===== src/rtl/fetch_stage_f.sv =====
// fetch_stage_f: RV32I fetch stage with PC, variable-latency imem port and redirect/stall handling
module fetch_stage_f #(
    parameter logic [31:0] RESET_PC = 32'h0000_0000,
    parameter logic [31:0] NOP_INS  = 32'h0000_0013
) (
    input  logic        Clk,
    input  logic        Reset,
    input  logic        Stall_f,
    input  logic        Pc_src_e,
    input  logic [31:0] Pc_target_e,
    output logic        Imem_req,
    output logic [31:0] Imem_addr,
    input  logic [31:0] Imem_rdata,
    input  logic        Imem_valid,
    output logic [31:0] Ins_f,
    output logic [31:0] Pc_f,
    output logic [31:0] Pc_plus_f,
    output logic        Valid_f
);
    localparam logic [1:0] FETCH   = 2'd0;
    localparam logic [1:0] WAIT    = 2'd1;
    localparam logic [1:0] READY   = 2'd2;
    localparam logic [1:0] DISCARD = 2'd3;

    logic [1:0]  state;
    logic [31:0] pc_reg, ins_buf, target, pc_next;

    assign target  = Pc_target_e & ~32'h3;
    assign pc_next = pc_reg + 32'd4;

    always_comb begin
        Imem_req  = !Reset && !Pc_src_e && (state == FETCH || (state == READY && !Stall_f));
        Imem_addr = (state == READY) ? pc_next : pc_reg;
        Valid_f   = (state == READY);
        Ins_f     = (state == READY) ? ins_buf : NOP_INS;
        Pc_f      = pc_reg;
        Pc_plus_f = pc_next;
    end

    // a redirect in WAIT without data leaves a stale response in flight; DISCARD absorbs it
    always_ff @(posedge Clk) begin
        if (Reset) begin
            pc_reg  <= RESET_PC;
            ins_buf <= NOP_INS;
            state   <= FETCH;
        end else begin
            case (state)
                FETCH: begin
                    if (Pc_src_e) pc_reg <= target;
                    else state <= WAIT;
                end
                WAIT: begin
                    if (Pc_src_e) begin
                        pc_reg <= target;
                        state  <= Imem_valid ? FETCH : DISCARD;
                    end else if (Imem_valid) begin
                        ins_buf <= Imem_rdata;
                        state   <= READY;
                    end
                end
                READY: begin
                    if (Pc_src_e) begin
                        pc_reg <= target;
                        state  <= FETCH;
                    end else if (!Stall_f) begin
                        pc_reg <= pc_next;
                        state  <= WAIT;
                    end
                end
                default: begin
                    if (Pc_src_e) pc_reg <= target;
                    if (Imem_valid) state <= FETCH;
                end
            endcase
        end
    end
endmodule


===== config.mk =====
export PLATFORM = sky130hd
export DESIGN_NAME = fetch_stage_f
export DESIGN_NICKNAME = d
export VERILOG_FILES = /design/src/rtl/fetch_stage_f.sv
export SDC_FILE = /design/constraint.sdc
export NUM_CORES = 1
export LEC_CHECK = 0
export BUFFER_PORTS_ARGS = -buffer_cell sky130_fd_sc_hd__buf_2
export CELL_PAD_IN_SITES_DETAIL_PLACEMENT = 0
export CELL_PAD_IN_SITES_GLOBAL_PLACEMENT = 1
export CORE_UTILIZATION = 35
export DETAILED_ROUTE_END_ITERATION = 6
export GPL_ROUTABILITY_DRIVEN = 0
export PLACE_DENSITY = 0.95
export SYNTH_ARGS = -nofsm -noshare
export SYNTH_HDL_FRONTEND = slang
export SYNTH_SLANG_ARGS = --single-unit

===== constraint.sdc =====
create_clock -name Clk -period 3.62 [get_ports Clk]
set_input_delay 0.181 -clock Clk [delete_from_list [all_inputs] [get_ports Clk]]
set_output_delay 0.181 -clock Clk [all_outputs]
set_load 0.03 [all_outputs]

=== Yosys cells after proc, flatten, opt, wreduce, memory -nomap -nowiden ===
Index checks and enable logic that the tools add are counted.

* Add/sub/neg operators: 1
* Multiply operators: 0
* Div/mod/pow operators: 0
* Order comparisons: 0
* Equality and inequality tests: 6
* Shifts and indexed selects: 0
* Muxes and demuxes: 14
* Bitwise operators: 1
* Reduce and logical (&&, ||, !) cells: 13

{| class="wikitable"
|+ Operator list
! operator !! number
|-
| $mux W32 || 6
|-
| $add A32 B3 Y32 const B || 1
|-
| $mux W2 || 7
|-
| $ne A3 B3 Y1 const B || 2
|-
| $pmux W2 S3 || 1
|-
| $reduce_and A4 Y1 || 1
|-
| $reduce_bool A4 Y1 || 1
|-
| $logic_and A1 B1 Y1 || 3
|-
| $logic_not A1 Y1 || 3
|-
| $reduce_and A3 Y1 || 1
|-
| $eq A2 B1 Y1 const B || 1
|-
| $eq A2 B2 Y1 const B || 1
|-
| $logic_not A2 Y1 || 1
|-
| $ne A2 B1 Y1 const B || 1
|-
| $ne A2 B2 Y1 const B || 1
|-
| $reduce_and A2 Y1 || 1
|-
| $reduce_bool A2 Y1 || 1
|-
| $logic_or A1 B1 Y1 || 1
|-
| $not A1 Y1 || 1
|}

* Flip-flop bits (word level): 66
* Bits in latches: 0
* RAM bits: 0
* Bits in read-only memories: 0
* Output and inout port bits: 130
* Logic and storage cells: 38
* Memories: 0

=== Logic depth before layout (Yosys ltp) ===
Gate-level depths: netlist (run 1).

* Depth after elaboration: 4
* Mapped depth: 7
* Gate-level depth less buffers: 5

=== Least setup slack after synthesis (run 1) ===
Ideal clock, no wire load.

* Path kind: reg-to-output
* Start point: reg pc_reg[3], in the netlist Pc_f[3]
* End point: out Imem_addr[28]
* Data arrival time: 2.480 ns
* Path slack: 0.959 ns
* Stages on the path, launching flop included: 6
* Path buffers: 0
* Cell sequence: dfxtp_1 > ha_1 > nand3_1 > nor3_1 > nand3_1 > xnor2_1

* Cells in the longest elaborated chain, start to end: 2

{| class="wikitable"
|+ RTL lines
! what !! RTL line !! source
|-
| start, declared || 26 || <nowiki>logic [31:0] pc_reg, ins_buf, target, pc_next;</nowiki>
|-
| start signal, assigned || 49 || <nowiki>if (Pc_src_e) pc_reg <= target;</nowiki>
|-
| start signal, assigned || 54 || <nowiki>pc_reg <= target;</nowiki>
|-
| start signal, assigned || 63 || <nowiki>pc_reg <= target;</nowiki>
|-
| $add A32 B3 Y32 || 29 || <nowiki>assign pc_next = pc_reg + 32'd4;</nowiki>
|-
| $mux W32 || 33 || <nowiki>Imem_addr = (state == READY) ? pc_next : pc_reg;</nowiki>
|-
| end, declared || 12 || <nowiki>output logic [31:0] Imem_addr,</nowiki>
|}

Every way passes these cells.

=== Final worst setup path (run 1) ===
* Start point: reg pc_reg[16], in the netlist Pc_f[16]
* End point: out Imem_addr[31]

The elaborated chain is that of the path after synthesis.

==> results of run 1 <==
-- layout make-up --
type | instances | share of cell area, %
Clock inverter | 7 | 1.854
Clock buffer | 9 | 4.121
Tap cell | 143 | 3.274
Multi-Input combinational cell | 436 | 47.71
Sequential cell | 64 | 23.44
Inverter | 16 | 1.099
Timing Repair Buffer | 198 | 18.50
-- cell families (layout without fill, tap and decap cells) --
group,count (synthesis),in the layout,synth area share [%]
other,1,6,0.08907
AND/OR/NAND/NOR,275,275,32.93
buffers and inverters,76,230,8.202
XOR/XNOR,66,66,13.73
AO/OA/AOI/OAI,87,87,14.09
flip-flops,64,64,30.43
adder cells (fa/ha/maj),1,1,0.2971
multiplexers,1,1,0.2378
-- power by group through the flow --
stage | logic [mW] | clock network (mW) | registers [mW]
2_1_floorplan | 0.280 | 0 | 0.821
3_3_place_gp | 0.409 | 0 | 0.818
3_5_place_dp | 0.410 | 0 | 0.820
4_1_cts | 0.412 | 0.996 | 0.804
5_1_grt | 0.437 | 1.02 | 0.812
6_report | 0.409 | 0.968 | 0.806
-- worst max-delay path, stage by stage, from the launching register on --
cell and delay, ns:
dfxtp_1 0.61, nand4_1 0.49, nor4_1 0.81, nand3_1 0.18, xnor2_1 0.17, buf_2 0.21
-- flip-flops by register name, summed over array words and instances (netlist names) --
name and cells:
Pc_f 30, ins_buf 32, state 2
-- cells in the mapped netlist, drive strengths merged (2+ instances only) --
cell    count  area (um2)
a311oi     13       113.9
dfxtp      64        1281
nand2     104       390.4
nand4b      2       17.52
nand3b      3       22.52
and2       32       200.2
nor3b       3       22.52
xnor2      51       446.7
nand3      33       165.2
nor2       36       135.1
o31a        4       35.03
a31o        3       26.28
nand2b      5       31.28
nor4        8       50.05
clkbuf     33       123.9
or4         5       37.54
a21oi      35       175.2
o31ai       4       30.03
a221oi      3       38.79
and4        4       35.03
a211oi     10       75.07
o21ai       7       35.03
xor2       15       131.4
inv        15       56.30
or3         3       18.77
or3b        2       17.52
and3        7       43.79
a31oi       3       18.77
nand4      14       108.9
nor3       11       65.06
buf        27       161.4
-- metal layers --
layer / track usage [%] / vias up / share of wire, %
met4: 6.036 / 0 / 1.1
met5: 0 / - / 0
met1: 26.58 / 1993 / 45
met2: 35.57 / 196 / 45
met3: 6.206 / 11 / 8.9
li1: - / 2239 / -
-- worst min-delay path by stage --
stage | startpoint | endpoint | depth (start not counted)
2_1_floorplan | Imem_rdata[0] | ins_buf[0] | 2
3_3_place_gp | Imem_rdata[1] | ins_buf[1] | 3
3_5_place_dp | Imem_rdata[0] | ins_buf[0] | 3
4_1_cts | Imem_rdata[0] | ins_buf[0] | 3
5_1_grt | Imem_rdata[0] | ins_buf[0] | 3
6_report | Imem_rdata[0] | ins_buf[0] | 3
-- placed cells by master, fill, tap and decap left out, types with 9 or more instances in the layout --
cell type	n
xor2_1	15
nor3_1	9
a311oi_1	13
nor2_1	36
buf_2	190
inv_1	15
dfxtp_1	64
and2_1	32
nand4_1	12
a21oi_1	35
a211oi_1	10
nand3_1	33
xnor2_1	51
clkbuf_16	9
nand2_1	104
-- per-stage QoR --
step                hold slack [ns]  instances  total power, mW  area [um2]
finish                      0.06626        873            2.183        5465
global route                0.07060        873            2.269        5465
floorplan                    0.3052        576            1.101        4229
CTS                         0.05454        873            2.212        5465
detailed placement           0.4045        857            1.231        5139
global placement             0.3947        857            1.227        5139
==> key figures, run 1 <==
Status
  – Violations in the final reports: design-rule violations
  – Status: finished with violations

Setup path
  – WP data arrival: 2.80 ns
  – Worst EP required: 3.44 ns
  – Worst Setup End Kind: output port
  – CP Launch Type: flop
  – Critical path endpoint: Imem_addr[31]
  – Reg2reg start: Pc_f[16]
  – Critical R2R Capture: Pc_f[31]
  – Maximum fanout along the worst path: 12
  – CP startpoint: Pc_f[16]
  – R2R cell count: 4
  – R2R Setup Slk: 1.02 ns
  – Crit Path Class: reg2out

Placement
  – DP HPWL: 9.268 mm
  – Worst slack, placed: 0.9600 ns
  – Buffers added on ports: 190

Power and ir drop
  – Combinational share of power: 18.8%
  – Part of the power in registers: 36.9%
  – Peak VDD IR: 0.2209 mV
  – P_int: 1.485 mW
  – Clock power frac: 44.3%
  – Switching part of the total power: 31.98%
  – LEAKAGE: 2.357 nW
  – Sw Pwr: 0.6981 mW
  – Power density over the cells: 399.4 nW/um2

Final layout
  – Core Util, Final: 47.26%
  – # fillers: 1,221
  – Area delta synth->final: 29.81%
  – Antenna cells: 0
  – Register Area: 1281 um2
  – Layout cell share with drive strength beyond 1: 30.82%
  – Fin nets: 795
  – Area of the multi-input gates: 2608 um2

Synth
  – Post-synthesis cell area: 4210 um2
  – Async SR Flop Fraction: 0%
  – Post-synth EDFFs: 0
  – Sequential element share of the synthesized area: 30.43%
  – Mean Syn Cell Area: 7.374 um2
  – Syn. warnings: 0
  – Library cells used by synthesis: 49
  – Yosys reg bits: 64
  – Synthesized instance count: 571
  – Ys flop type: dfxtp_1

Clock tree
  – CTS tree: built
  – CTS Buf Count: 9
  – CTS hold repair buffers: 0
  – Resize count post-CTS: 0
  – Clk Latency, worst-skew pair: 0.33 ns
  – Clock root buffer: clkbuf_16
  – H-tree Lvls: 3
  – Sink Count: 64
  – CTS clock-pin slew for the worst setup and hold paths: 0.06 ns
  – Clock tree buffer depth: 2
  – Post-CTS setup buffers: 0

STA
  – Final Worst Setup Slack: 0.6358 ns
  – F_max: 0.3351 GHz
  – Setup TNS: 0 ns
  – Fin crit share: 82.44%
  – Min Tclk post-route: 2.984 ns
  – Unrepaired setup endpoints after global routing: false
  – Final setup vio count: 0
  – Worst slew margin: 22.19%
  – Worst slew pin tran: 1.166 ns
  – Clock skew: 0.006854 ns
  – Max-slew violations: 0
  – Final hold violations: 0

Global route
  – First-pass GRT wire length: 21.20 mm
  – GR Util All Layers: 21.31%
  – Pin count of the biggest net entering global routing: 47
  – Gr ovfl total: 0
  – Vias in the first global route: 4,142
  – Initial antenna violation count: 0

Min path
  – Hold crit path type: in2reg

Floorplan
  – Core area: 11,560 um2
  – # IOs: 199
  – Row Count: 39
  – Die Y: 111.7 um
  – Starting Density: 36.41%
  – Die extent in x: 111.7 um
  – Die area: 12,470 um2

Drt
  – Routed Antenna Nets: 0
  – DR WL/cell: 15.17 um
  – Drt drc: 15
  – Vias: 4,439
  – Detailed Route Iter0 Violations: 219
  – DR vias/cell: 5.085
  – DRT Wirelength: 13.25 mm
  – TritonRoute pass-1 iters: 7

Flow run
  – Max-cap violations: 0
(Power assumes the default switching activity.)
==> run 2, diff against run 1 <==
--- a/config.mk
+++ b/config.mk
@@ -5,13 +5,14 @@
 export SDC_FILE = /design/constraint.sdc
 export NUM_CORES = 1
 export LEC_CHECK = 0
+export ABC_AREA = 1
 export BUFFER_PORTS_ARGS = -buffer_cell sky130_fd_sc_hd__buf_2
 export CELL_PAD_IN_SITES_DETAIL_PLACEMENT = 0
 export CELL_PAD_IN_SITES_GLOBAL_PLACEMENT = 1
-export CORE_UTILIZATION = 35
+export CORE_UTILIZATION = 31
 export DETAILED_ROUTE_END_ITERATION = 6
 export GPL_ROUTABILITY_DRIVEN = 0
-export PLACE_DENSITY = 0.95
+export PLACE_DENSITY = 0.92
 export SYNTH_ARGS = -nofsm -noshare
 export SYNTH_HDL_FRONTEND = slang
 export SYNTH_SLANG_ARGS = --single-unit
==> constraint.sdc (replaced) <==
create_clock -name Clk -period 2.9 [get_ports Clk]
set_input_delay 0.145 -clock Clk [delete_from_list [all_inputs] [get_ports Clk]]
set_output_delay 0.145 -clock Clk [all_outputs]
set_load 0.03 [all_outputs]
==> key figures, run 2 <==
STA
  – Min Tclk post-route: 2.358 ns
  – Setup TNS: 0 ns (unchanged)
  – Worst slew pin tran: 1.026 ns (-0.1402 ns)
  – Fin crit share: 81.32%
  – Min Hold Slack: 0.01331 ns (-0.05295 ns)
  – Final setup vio count: 0 (unchanged)
  – F_max: 0.4240 GHz
  – Clock skew: 0.004226 ns (-0.002628 ns)
  – Worst slew margin: 31.55% (+9.4 points)
  – Final hold violations: 0 (unchanged)
  – Max-slew violations: 0 (unchanged)
  – Unrepaired setup endpoints after global routing: false

Setup path
  – Maximum fanout along the worst path: 7 (-5)
  – Crit Path Class: reg2out
  – Worst EP required: 2.76 ns (-0.68 ns)
  – Worst Setup End Kind: output port
  – CP dominant cell by count: nand2_1
  – CP Launch Type: flop
  – Slowest cell on crit path: dfxtp_1
  – WP data arrival: 2.21 ns (-0.59 ns)
  – Crit-path max cell delay: 0.42 ns (-0.39 ns)
  – Worst-path cell chain: ha_1 -> nand2_1 -> nor2_4 -> nand2_4 -> nor2_4 -> nand2_1 -> nand2_1 -> nand3_1 -> o21ai_0 -> buf_2

Clock tree
  – Sink Count: 64 (unchanged)
  – Post-CTS setup buffers: 0 (unchanged)
  – Clock root buffer: clkbuf_16
  – Clk Latency, worst-skew pair: 0.33 ns (about the same)
  – H-tree Lvls: 3 (unchanged)
  – CTS Buf Count: 9 (unchanged)
  – CTS clock-pin slew for the worst setup and hold paths: 0.06 ns (about the same)
  – CTS tree: built
  – Clock tree buffer depth: 2 (unchanged)

Drt
  – Met3 wire length: 1.278 mm (+8.7%)
  – DR top layer: met4
  – DR WL/cell: 12.71 um (-16%)
  – DR vias/cell: 4.504 (-11%)
  – DRT Wirelength: 13.67 mm (+3.2%)
  – M1 wire length: 5.799 mm (-1.9%)
  – Metal2 WL: 6.478 mm (+7.7%)
  – Drt drc: 0 (-15)
  – Vias: 4,846 (+9.2%)
  – Detailed Route Iter0 Violations: 279 (+27%)
  – TritonRoute pass-1 iters: 4 (-3)
  – Routed Antenna Nets: 0 (unchanged)

Final layout
  – Layout cell share with drive strength beyond 1: 27.59% (-3.2 points)
  – Top reg by flops: ins_buf
  – Core Util, Final: 42.57% (-4.7 points)
  – Area of the multi-input gates: 2376 um2 (-8.9%)
  – Leading cell type in the layout, fill and taps excluded: buf_2
  – Most frequent cells in the layout: buf_2, nand2_1, nor2_1, inv_1, o21ai_0
  – Max FFs per register: 32 (unchanged)
  – Area delta synth->final: 33.25%
  – Register Area: 1281 um2 (unchanged)
  – Fin nets: 964 (+21%)
  – # fillers: 1,497 (+23%)

Synth
  – Syn. warnings: 0 (unchanged)
  – Yosys reg bits: 64 (unchanged)
  – Top-count cell post-synth: nand2_1
  – Sequential element share of the synthesized area: 30.05% (-0.38 points)
  – Async SR Flop Fraction: 0% (unchanged)
  – Synth area leader: dfxtp_1
  – Mean Syn Cell Area: 5.947 um2 (-19%)
  – Top cells by count, synth: nand2_1, nor2_1, inv_1
  – Post-synthesis cell area: 4264 um2 (+1.3%)
  – Library cells used by synthesis: 33 (-33%)
  – Post-synth EDFFs: 0 (unchanged)
  – Most area-consuming cells after synthesis: dfxtp_1, nand2_1, nor2_1
  – Synthesized instance count: 717 (+26%)
  – Area fraction of the dominant cell type after synthesis: 30.05% (-0.38 points)
  – Ys flop type: dfxtp_1

Floorplan
  – # IOs: 199 (unchanged)
  – Core area: 13,350 um2 (+15%)
  – Die Y: 119.3 um (+6.8%)
  – Die extent in x: 119.3 um (+6.8%)
  – Die area: 14,230 um2 (+14%)
  – Row Count: 42 (+7.7%)
  – Starting Density: 31.95% (-4.5 points)

Global route
  – Gr ovfl total: 0 (unchanged)
  – Initial antenna violation count: 1 (+1)
  – GR Util All Layers: 19.76% (-1.6 points)
  – First-pass GRT wire length: 21.93 mm (+3.5%)
  – Pin count of the biggest net entering global routing: 63 (+34%)
  – Vias in the first global route: 4,363 (+5.3%)

Status
  – Status: complete, no violations

Placement
  – DP HPWL: 10.07 mm (+8.7%)
  – Buffers added on ports: 190 (unchanged)

Power and ir drop
  – Peak VDD IR: 0.4036 mV (+83%)
  – Power density over the cells: 602.5 nW/um2 (+51%)
  – LEAKAGE: 2.968 nW (+26%)

Flow run
  – Max-cap violations: 0 (unchanged)

Min path
  – Hold crit path type: in2reg
==> run 2: changes by cell type in the layout (fill, tap and decap cells not counted), moves of 9 or more <==
cell	previous run	this run
inv_1	15	111
o21ai_0	7	74
nor2_1	36	113
nand2_1	104	169
nand4_1	12	2
and2_1	32	3
xnor2_1	51	2
a211oi_1	10	1
nor3_1	9	0
a311oi_1	13	0
==> run 2: area by class of cell <==
type | instances | area share (%)
inverters | 115 | 7.597
well taps | 176 | 3.876
multi-input cells | 506 | 41.82
diodes | 1 | 0.04404
clock buffers | 10 | 4.206
clock inverters | 6 | 2.026
repair buffers | 198 | 17.88
flip-flops and latches | 64 | 22.55
==> run 2: cells by family after synthesis <==
| kind of cell | count (synthesis) | share of synthesized area, % |
|---|---|---|
| and+or+nand+nor | 356 | 36.09 |
| buffers and inverters | 152 | 14.73 |
| AOI/OAI and AO/OA | 133 | 16.67 |
| DFF | 64 | 30.05 |
| xor gates and xnor gates | 9 | 1.849 |
| adders and majority gates | 1 | 0.2934 |
| other | 1 | 0.08794 |
| muxes | 1 | 0.2348 |
==> run 2: critical path: cells and delay by family, from the launching register on <==
family | cells | cell delay [ns]
AOI/OAI and AO/OA | 1 | 0.12
adders and majority gates | 1 | 0.23
and+or+nand+nor | 7 | 0.87
buffers and inverters | 1 | 0.25
DFF | 1 | 0.42
==> run 2: power by group <==
part | internal (mW) | switching [mW]
clock network | 0.867 | 0.419
registers | 0.966 | 0.0923
logic | 0.301 | 0.778
==> run 2: path summary, 6_finish.rpt <==
kind,start,endpoint,slack (ns),cells after the start
worst min register to register,ins_buf[20],ins_buf[20],0.45,2
worst max register to register,state[0],Pc_f[5],1.03,8
worst min-delay path,Imem_rdata[0],ins_buf[0],0.01,3
worst max-delay path,Pc_f[3],Imem_addr[26],0.54,10
==> run 2: stage by stage <==
| step | cells | cell area (um2) | total power [mW] | setup slack, ns |
|---|---|---|---|---|
| final | 1076 | 5682 | 3.423 | 0.5417 |
| after detailed placement | 1057 | 5305 | 2.163 | 0.8654 |
| after global placement | 1057 | 5305 | 2.155 | 0.8971 |
| after CTS | 1075 | 5679 | 3.471 | 0.4874 |
| after global routing | 1075 | 5679 | 3.622 | 0.3665 |
| after floorplan | 722 | 4283 | 1.842 | 0.5573 |
==> run 2: metal layers <==
| layer | GRT usage [%] | vias to the layer above |
|---|---|---|
| met5 | 0 | - |
| met4 | 4.589 | 0 |
| met3 | 6.897 | 10 |
| met2 | 34.16 | 188 |
| met1 | 23.23 | 2091 |
| li1 | - | 2557 |
==> run 2: repair_timing <==
item                      4_1_cts  5_1_grt
hold endpoints to repair        2        0
hold buffers                    2        0
gates resized for setup         0        0
==> run 3, diff against run 2 <==
--- a/config.mk
+++ b/config.mk
@@ -9,10 +9,10 @@
 export BUFFER_PORTS_ARGS = -buffer_cell sky130_fd_sc_hd__buf_2
 export CELL_PAD_IN_SITES_DETAIL_PLACEMENT = 0
 export CELL_PAD_IN_SITES_GLOBAL_PLACEMENT = 1
-export CORE_UTILIZATION = 31
+export CORE_UTILIZATION = 28
 export DETAILED_ROUTE_END_ITERATION = 6
 export GPL_ROUTABILITY_DRIVEN = 0
-export PLACE_DENSITY = 0.92
+export PLACE_DENSITY = 0.88
 export SYNTH_ARGS = -nofsm -noshare
 export SYNTH_HDL_FRONTEND = slang
 export SYNTH_SLANG_ARGS = --single-unit
==> constraint.sdc (replaced) <==
create_clock -name Clk -period 2.11 [get_ports Clk]
set_input_delay 0.1055 -clock Clk [delete_from_list [all_inputs] [get_ports Clk]]
set_output_delay 0.1055 -clock Clk [all_outputs]
set_load 0.03 [all_outputs]
==> key figures, run 3 (synthesized netlist as in run 2, its figures left out) <==
Power and ir drop
  – Switching part of the total power: 38.96% (+1.3 points)
  – Power density over the cells: 773.4 nW/um2 (+28%)
  – Peak VDD IR: 0.4004 mV (-0.78%)
  – Clock power frac: 34.5% (-3.1 points)
  – Part of the power in registers: 31.0% (about the same)
  – Combinational share of power: 34.5% (+3.0 points)
  – P_int: 2.886 mW (+35%)
  – LEAKAGE: 3.115 nW (+5.0%)
  – Sw Pwr: 1.842 mW (+43%)

Global route
  – Vias in the first global route: 4,417 (+1.2%)
  – Gr ovfl total: 0 (unchanged)
  – First-pass GRT wire length: 22.98 mm (+4.8%)
  – GR Util All Layers: 18.68% (-1.1 points)
  – Pin count of the biggest net entering global routing: 63 (unchanged)
  – Initial antenna violation count: 2 (+1)

Setup path
  – Reg2reg start: state[1]
  – Worst Setup End Kind: output port
  – R2R cell count: 6 (-2)
  – Crit Path Class: reg2out
  – Worst EP required: 2.00 ns (-0.76 ns)
  – Critical R2R Capture: Pc_f[17]
  – CP Launch Type: flop
  – R2R Setup Slk: 0.54 ns (-0.49 ns)
  – Maximum fanout along the worst path: 6 (-1)
  – WP data arrival: 1.96 ns (-0.25 ns)

Flow run
  – Max-cap violations: 0 (unchanged)

Placement
  – Placed Area: 5463 um2 (+3.0%)
  – DP HPWL: 10.91 mm (+8.3%)
  – Buffers added on ports: 190 (unchanged)

Clock tree
  – Clk Latency, worst-skew pair: 0.34 ns (about the same)
  – Sink Count: 64 (unchanged)
  – CTS clock-pin slew for the worst setup and hold paths: 0.06 ns (about the same)
  – H-tree Lvls: 3 (unchanged)
  – Clock tree buffer depth: 2 (unchanged)
  – CTS Buf Count: 9 (unchanged)
  – Clock root buffer: clkbuf_16
  – CTS tree: built

STA
  – Max-slew violations: 0 (unchanged)
  – Clock skew: 0.006654 ns (+0.002427 ns)
  – Setup TNS: 0 ns (unchanged)
  – Unrepaired setup endpoints after global routing: true
  – F_max: 0.4844 GHz
  – Fin crit share: 97.85%
  – Min Hold Slack: 0.04240 ns (+0.02908 ns)
  – Final hold violations: 0 (unchanged)
  – Final setup vio count: 0 (unchanged)
  – Min Tclk post-route: 2.065 ns

Min path
  – Hold Path Stages: 3 (unchanged)
  – Worst Hold Launch: Imem_rdata[31]
  – Worst hold endpoint: ins_buf[31]
  – Hold crit path type: in2reg

Drt
  – Detailed Route Iter0 Violations: 272 (-2.5%)
  – Vias: 4,941 (+2.0%)
  – DRT Wirelength: 14.56 mm (+6.5%)
  – DR vias/cell: 4.488 (-0.35%)
  – Routed Antenna Nets: 0 (unchanged)
  – DR WL/cell: 13.22 um (+4.0%)
  – Drt drc: 15 (+15)
  – TritonRoute pass-1 iters: 7 (+3)

Floorplan
  – Die Y: 125.4 um (+5.1%)
  – Starting Density: 29.01% (-2.9 points)
  – # IOs: 199 (unchanged)
  – Die area: 15,730 um2 (+11%)
  – Die extent in x: 125.4 um (+5.1%)
  – Core area: 14,700 um2 (+10%)
  – Row Count: 44 (+4.8%)

Status
  – Status: finished with violations
  – Violations in the final reports: design-rule violations

Final layout
  – # fillers: 1,600 (+6.9%)
  – Layout Cell Area excl Fill: 6113 um2 (+7.6%)
  – Antenna cells: 0 (-1)
  – Leading cell type in the layout, fill and taps excluded: buf_2
  – Area of the multi-input gates: 2554 um2 (+7.5%)
  – Max FFs per register: 32 (unchanged)
  – Fin nets: 982 (+1.9%)
  – Top reg by flops: ins_buf
  – Layout cell share with drive strength beyond 1: 34.79% (+7.2 points)
  – Most frequent cells in the layout: buf_2, nand2_1, inv_1, nor2_1, o21ai_0
  – Area delta synth->final: 43.37%
  – Register Area: 1306 um2 (+2.0%)
## run 3: changes by cell type in the layout (fill, tap and decap cells not counted), sizes merged
cell         delta
dlygate4sd3     +1
inv             -2
bufinv          -1
clkbuf          +5
diode           -1
buf            +11
clkinv          +4
## run 3: power groups by stage
stage               clock, mW  sequential, mW  combinational (mW)
floorplan                   0            1.55               0.991
global placement            0            1.47                1.56
detailed placement          0            1.48                1.56
CTS                      1.66            1.46                1.59
global route             1.72            1.48                1.78
finish                   1.63            1.46                1.63
## run 3: metrics by stage
step	setup slack, ns	std cells	total power [mW]	utilization [%]
3_5_place_dp	0.1498	1072	3.042	37.16
3_3_place_gp	0.2097	1072	3.033	37.16
5_1_grt	-0.04651	1101	4.980	41.59
2_1_floorplan	-0.007120	722	2.543	-
6_report	0.04546	1101	4.728	41.59
4_1_cts	0.002643	1094	4.708	40.15
## run 3: metal layers
layer  global-route usage, %  up-vias  share of wire [%]
li1                        -     2585                  -
met1                   22.88     2148                 44
met2                   31.38      191                 47
met3                   5.434       13                8.2
met4                   6.026        4                1.2
met5                       0        -               0.16
## run 3: how the worst max path moves through the flow
stage,from,slack (ns),cells after the start,to
2_1_floorplan,Pc_f[2],-0.007,8,Imem_addr[19]
3_3_place_gp,Pc_f[2],0.21,10,Imem_addr[14]
3_5_place_dp,Pc_f[2],0.15,10,Imem_addr[14]
4_1_cts,Pc_f[3],0.003,11,Imem_addr[30]
5_1_grt,Pc_f[2],-0.05,9,Imem_addr[25]
6_report,Pc_f[2],0.05,8,Imem_addr[11]
## run 3: area by class of cell
class                   count  share of cell area [%]
inverters                 115                   7.122
repair buffers            216                   20.71
multi-input cells         506                   41.77
clock buffers               9                   3.684
well taps                 184                   3.766
clock inverters             7                   1.576
flip-flops and latches     64                   21.37
## run 3: repair_timing
item                                    in CTS  in global routing
resized for setup                           25                 63
buffers inserted                             3                  7
gates cloned                                 0                  0
endpoints found under the setup margin      31                 29
hold buffers                                 3                  0
hold endpoints to repair                     3                  0
pin swaps                                    6                 11
## run 3: worst max-delay path, stage by stage, from the launching register on
cell and delay (ns):
dfxtp_4 0.39, clkinvlp_4 0.12, nor2_4 0.23, nand2_4 0.14, nor2_4 0.14, nand2_1 0.05, and2_1 0.19, o21ai_1 0.17
buf_4 0.18
